### src/rtl/core_mem_arb.sv
`default_nettype none
// +----------------------------------------------------------------------------+
// | Module   : core_mem_arb                                                    |
// | Purpose  : Shares one memory bus between instruction fetch and data        |
// |            accesses, one transaction at a time, data-first with a burst    |
// |            limiter. Optional response timeout: CORE_ARB_TIMEOUT_EN.        |
// | Revision : 1.0 - initial release                                           |
// +----------------------------------------------------------------------------+
module core_mem_arb #(
  parameter int unsigned D_BURST_MAX = 4,
  parameter int unsigned TIMEOUT_CYC = 255
) (
  input  logic        clk,
  input  logic        rst,
  input  logic        arb_i_req_in,
  input  logic [31:0] arb_i_addr_in,
  output logic        arb_i_ack_out,
  output logic [31:0] arb_i_rdata_out,
  input  logic        arb_d_req_in,
  input  logic        arb_d_we_in,
  input  logic [3:0]  arb_d_be_in,
  input  logic [31:0] arb_d_addr_in,
  input  logic [31:0] arb_d_wdata_in,
  output logic        arb_d_ack_out,
  output logic [31:0] arb_d_rdata_out,
  output logic        bus_req_out,
  output logic        bus_we_out,
  output logic [3:0]  bus_be_out,
  output logic [31:0] bus_addr_out,
  output logic [31:0] bus_wdata_out,
  input  logic        bus_gnt_in,
  input  logic        bus_rvalid_in,
  input  logic [31:0] bus_rdata_in,
  output logic        arb_stall_dec_out,
  output logic        arb_stall_wb_out,
  output logic        arb_err_out
);

  typedef enum logic [1:0] {
    ST_IDLE = 2'd0,
    ST_REQ  = 2'd1,
    ST_RESP = 2'd2,
    ST_ACK  = 2'd3
  } state_t;

  localparam logic [3:0] c_burst_lim = 4'(D_BURST_MAX);

  state_t      state_q, state_d;
  logic        own_data_q, own_data_d;
  logic        we_q, we_d;
  logic [3:0]  be_q, be_d;
  logic [31:0] addr_q, addr_d;
  logic [31:0] wdata_q, wdata_d;
  logic [31:0] i_rdata_q, i_rdata_d;
  logic [31:0] d_rdata_q, d_rdata_d;
  logic [3:0]  burst_cnt_q, burst_cnt_d;
  logic        pick_data;

`ifdef CORE_ARB_TIMEOUT_EN
  localparam logic [9:0] c_tmo_lim = 10'(TIMEOUT_CYC);
  logic [9:0] tmo_cnt_q, tmo_cnt_d;
  logic       err_q, err_d;
`endif

  always_comb begin
    state_d     = state_q;
    own_data_d  = own_data_q;
    we_d        = we_q;
    be_d        = be_q;
    addr_d      = addr_q;
    wdata_d     = wdata_q;
    i_rdata_d   = i_rdata_q;
    d_rdata_d   = d_rdata_q;
    burst_cnt_d = burst_cnt_q;
    // Data wins unless the fetch side has already waited out a full burst.
    pick_data   = arb_d_req_in && !(arb_i_req_in && (burst_cnt_q == c_burst_lim));
`ifdef CORE_ARB_TIMEOUT_EN
    tmo_cnt_d   = tmo_cnt_q;
    err_d       = 1'b0;
`endif

    case (state_q)
      ST_IDLE: begin
        if (!arb_i_req_in) begin
          burst_cnt_d = 4'd0;
        end
        if (arb_i_req_in || arb_d_req_in) begin
          state_d    = ST_REQ;
          own_data_d = pick_data;
          if (pick_data) begin
            we_d    = arb_d_we_in;
            be_d    = arb_d_be_in;
            addr_d  = arb_d_addr_in;
            wdata_d = arb_d_wdata_in;
            if (arb_i_req_in && (burst_cnt_q != 4'hF)) begin
              burst_cnt_d = burst_cnt_q + 4'd1;
            end
          end else begin
            we_d        = 1'b0;
            be_d        = 4'hF;
            addr_d      = arb_i_addr_in;
            wdata_d     = 32'h0;
            burst_cnt_d = 4'd0;
          end
        end
      end
      ST_REQ: begin
        if (bus_gnt_in) begin
          state_d = ST_RESP;
`ifdef CORE_ARB_TIMEOUT_EN
          tmo_cnt_d = 10'd0;
`endif
        end
      end
      ST_RESP: begin
`ifdef CORE_ARB_TIMEOUT_EN
        tmo_cnt_d = tmo_cnt_q + 10'd1;
`endif
        if (bus_rvalid_in) begin
          state_d = ST_ACK;
          if (own_data_q) d_rdata_d = bus_rdata_in;
          else            i_rdata_d = bus_rdata_in;
        end
`ifdef CORE_ARB_TIMEOUT_EN
        else if ((tmo_cnt_q + 10'd1) == c_tmo_lim) begin
          state_d = ST_ACK;
          err_d   = 1'b1;
          if (own_data_q) d_rdata_d = 32'h0;
          else            i_rdata_d = 32'h0;
        end
`endif
      end
      ST_ACK: begin
        state_d = ST_IDLE;
      end
      default: begin
        state_d = ST_IDLE;
      end
    endcase
  end

  always_ff @(posedge clk) begin
    if (rst) begin
      state_q     <= ST_IDLE;
      own_data_q  <= 1'b0;
      we_q        <= 1'b0;
      be_q        <= 4'h0;
      addr_q      <= 32'h0;
      wdata_q     <= 32'h0;
      i_rdata_q   <= 32'h0;
      d_rdata_q   <= 32'h0;
      burst_cnt_q <= 4'd0;
    end else begin
      state_q     <= state_d;
      own_data_q  <= own_data_d;
      we_q        <= we_d;
      be_q        <= be_d;
      addr_q      <= addr_d;
      wdata_q     <= wdata_d;
      i_rdata_q   <= i_rdata_d;
      d_rdata_q   <= d_rdata_d;
      burst_cnt_q <= burst_cnt_d;
    end
  end

`ifdef CORE_ARB_TIMEOUT_EN
  always_ff @(posedge clk) begin
    if (rst) begin
      tmo_cnt_q <= 10'd0;
      err_q     <= 1'b0;
    end else begin
      tmo_cnt_q <= tmo_cnt_d;
      err_q     <= err_d;
    end
  end

  assign arb_err_out = err_q;
`else
  assign arb_err_out = 1'b0;
`endif

  // Bus attributes are only presented while requesting; zero elsewhere.
  assign bus_req_out       = (state_q == ST_REQ);
  assign bus_we_out        = bus_req_out & we_q;
  assign bus_be_out        = bus_req_out ? be_q    : 4'h0;
  assign bus_addr_out      = bus_req_out ? addr_q  : 32'h0;
  assign bus_wdata_out     = bus_req_out ? wdata_q : 32'h0;

  assign arb_i_ack_out     = (state_q == ST_ACK) & ~own_data_q;
  assign arb_d_ack_out     = (state_q == ST_ACK) &  own_data_q;
  assign arb_i_rdata_out   = i_rdata_q;
  assign arb_d_rdata_out   = d_rdata_q;

  assign arb_stall_dec_out = arb_i_req_in & ~arb_i_ack_out;
  assign arb_stall_wb_out  = arb_d_req_in & ~arb_d_ack_out;

endmodule
`default_nettype wire

### config.mk
export PLATFORM = sky130hd
export DESIGN_NAME = core_mem_arb
export DESIGN_NICKNAME = d
export VERILOG_FILES = /design/src/rtl/core_mem_arb.sv
export SDC_FILE = /design/constraint.sdc
export NUM_CORES = 1
export LEC_CHECK = 0
export BUFFER_PORTS_ARGS = -buffer_cell sky130_fd_sc_hd__buf_2
export CORE_ASPECT_RATIO = 0.6
export CORE_MARGIN = 2
export CORE_UTILIZATION = 35
export CTS_CLUSTER_SIZE = 25
export DETAILED_ROUTE_END_ITERATION = 16
export GPL_TIMING_DRIVEN = 0
export PLACE_DENSITY = 0.63
export SETUP_SLACK_MARGIN = 0.1
export SYNTH_ARGS = -nofsm -noshare
export SYNTH_HDL_FRONTEND = slang
export SYNTH_SLANG_ARGS = --single-unit
### constraint.sdc
create_clock -name clk -period 4 [get_ports clk]
set_input_delay 0 -clock clk [delete_from_list [all_inputs] [get_ports clk]]
set_output_delay 0 -clock clk [all_outputs]
set_load 0.02 [all_outputs]
==> results_dict.tcl <==
set metrics [dict create \
    dp_hpwl_um 15400 \
    wl_um 22200 \
    timing.rr.start "state_q[0]" \
    worst-path-stages 6 \
    power.total_uw 5360 \
    skew_ns 0.0121 \
    critPathSlowestCell "ha_1" \
    min_from "bus_rvalid_in" \
    filler_cell_count 1546 \
    dieWidth_um 172 \
    drtIter0Drc 469 \
    hold_ws_ns 0.111 \
    p_sw_uw 1890 \
    path_clk_slew_ns 0.06 \
    io_buffers 274 \
    yosys_warnings 0 \
    synth_edf_count 0 \
    cp.arrival_ns 2.56 \
    cts_tree "built" \
    clock-sinks 140 \
    min_path_type "primary input to register" \
    synth.cell_area_mm2 0.00596 \
    clock.fmax_mhz 390 \
    internal_power_uw 3460 \
    crit_fanout 10 \
    period_minus_slack_ns 2.56 \
    num_vias 6962 \
    start_util_pct 36.2 \
    vias_per_cell 4.98 \
    postCtsResizedCells 0 \
    yosys-top-cells-count "140 x dfxtp_1, 131 x nand2_1, 98 x a21oi_1" \
    critPathCaptureType "output port" \
    grt_max_degree 17 \
    boundaryPins 278 \
    critPathMaxStageDelay_ns 0.50 \
    routedWlPerCell_um 15.9 \
    post-synth-top-count-cell "dfxtp_1" \
    path_common_cell "clkbuf_1" \
    nets 1303 \
    synth_seq_cells 140 \
    cp-endpoint "bus_wdata_out[28]" \
    place.gp.congestion 0.886 \
    post-cts-setup-buffers 0 \
    critical_path_class "register to output port" \
    drc 0 \
    tightest_slew_ns 0.630 \
    clkLatencyLatePin_ns 0.41 \
    share_seq_of_total_power_pct 32.9 \
    power_density_mw_per_mm2 560 \
    yosys-top-cells-area "dfxtp_1 47%, nand2_1 8.3%, a21oi_1 8.2%" \
    leakage_uw 0.00433 \
    antenna_cells 0 \
    irDropWorstVdd_mv 0.246 \
    crit_chain "inv_1 -> ha_1 -> clkbuf_1 -> clkbuf_1 -> and2_1 -> buf_2" \
    max_slew_margin_pct 58.0 \
    synth_top_cell_by_area "dfxtp_1" \
    cts_inserted_buffers 17 \
    hold_viol 0 \
    root_buffer "clkbuf_16" \
    critPathBufInv 4 \
    switching_share_pct 35.3 \
    rsz0062_at_grt "false" \
    ys_seq_area_share_pct 47.0 \
    reg2reg_slack_ns 1.76 \
    grt_pass1_wl_um 34500 \
    ant_nets 0 \
    antenna_found_initial 0 \
    finalSetupViolCount 0 \
    fin_crit_sh_pct 64.1 \
    ys.flop_type "dfxtp_1" \
    outcome "finished, final reports clean" \
    post_cts_hold_buffer_count 134 \
    critical_path.top_delay_family "buffers and inverters" \
    die-area_mm2 0.0181 \
    crit_start "state_q[1]" \
    area.growth.synth_to_final_pct 60.5 \
    syn_avg_cell_area_um2 8.16 \
    worstPathRequired_ns 4.00 \
    combPwrFrac_pct 36.4 \
    drive_gt1_share_pct 29.4 \
    power_frac_clock_pct 30.8 \
    grt-ovfl-total 0 \
    first_global_vias 6620 \
    core_area_mm2 0.0164 \
    synthesis.nets 876 \
    synth_top_area_share_pct 47.0 \
    clk_path_buf_depth 2 \
    dr.pass1.iters 5 \
    async_flop_share_pct 0 \
    maxCapViolCount 0 \
    r2r_cells 8 \
    die_h_um 105 \
    ys_types 37 \
    h-tree-depth 4 \
    rows 36 \
    grt_use_total_pct 24.0 \
    start_kind "register" \
    syn_inst 730 \
    slew_violations 0 \
    setup_tns_ns 0 \
    reg2reg_to "addr_q[20]" \
]
-- registers in the layout (all words and copies together), names as in the netlist --
name             flops
we_q                 1
state_q              2
burst_cnt_q          4
arb_d_rdata_out     32
arb_i_rdata_out     32
addr_q              32
own_data_q           1
be_q                 4
wdata_q             32
-- cells in the final DEF (no fill, tap or decap), types with 3 or more instances in the layout --
cell type	n
and2_1	71
nand3b_1	4
nand3_1	5
inv_6	3
buf_4	7
bufinv_16	3
a31oi_1	34
and3_1	3
inv_1	8
nand2_1	131
buf_2	295
dfxtp_1	140
clkbuf_16	17
clkinv_2	3
nor2b_1	3
o221a_1	4
buf_6	7
clkbuf_1	38
o21ai_1	10
a32oi_1	33
o21ai_0	54
ha_1	7
dlygate4sd3_1	134
nor2_1	34
a21oi_1	98
-- cells by family after synthesis --
group	share of synthesized area, %
AO/OA/AOI/OAI	24.1
other	0.0629
multiplexers	0.168
buffers and inverters	6.80
AND/OR/NAND/NOR	20.4
flip-flops	47.0
adder cells (fa/ha/maj)	1.47
-- worst min-delay path by stage --
stage | cells after the start | endpoint | slack (ns)
floorplan | 2 | arb_d_rdata_out[0] | 0.14
global placement | 3 | wdata_q[3] | 0.25
detailed placement | 3 | arb_i_rdata_out[17] | 0.26
CTS | 4 | burst_cnt_q[0] | 0.08
global route | 4 | burst_cnt_q[0] | 0.12
finish | 4 | state_q[1] | 0.11
-- power by group through the flow --
stage	logic (µW)	clock network (µW)	registers (µW)
finish	1950	1650	1760
global route	2130	1750	1780
CTS	1930	1690	1750
detailed placement	1670	0	1780
global placement	1670	0	1780
floorplan	1090	0	1790
-- through the flow --
stage / area (µm²) / setup slack, ns / util, % / cells
floorplan: 5960 / 2.49 / - / 730
global route: 9560 / 1.28 / 58.2 / 1398
global placement: 7620 / 1.86 / 46.3 / 1232
CTS: 9560 / 1.42 / 58.2 / 1398
finish: 9560 / 1.44 / 58.2 / 1398
detailed placement: 7620 / 1.87 / 46.3 / 1232
-- worst register-to-register path, cell delays in order (launching register included) --
cell and delay [ns]:
dfxtp_1 0.32, inv_1 0.12, ha_1 0.15, buf_2 0.20
o21a_2 0.30, buf_2 0.27, o21ai_0 0.11, a21oi_1 0.16
dlygate4sd3_1 0.56
-- layout make-up --
type	count	area, µm²	share of cell area (%)
Sequential cell	140	2800	29.3
Multi-Input combinational cell	510	2750	28.8
Timing Repair Buffer	408	2710	28.4
Clock buffer	19	443	4.63
Buffer	72	375	3.92
Tap cell	228	285	2.98
Clock inverter	13	164	1.71
Inverter	8	30.0	0.314
-- per-layer routing --
layer / track usage (%) / wire, µm / vias up
met5: 0 / 0 / -
li1: - / - / 3386
met4: 4.74 / 120 / 0
met1: 33.7 / 10700 / 3295
met3: 6.70 / 1850 / 10
met2: 36.6 / 9550 / 271
(Power assumes the default switching activity.)
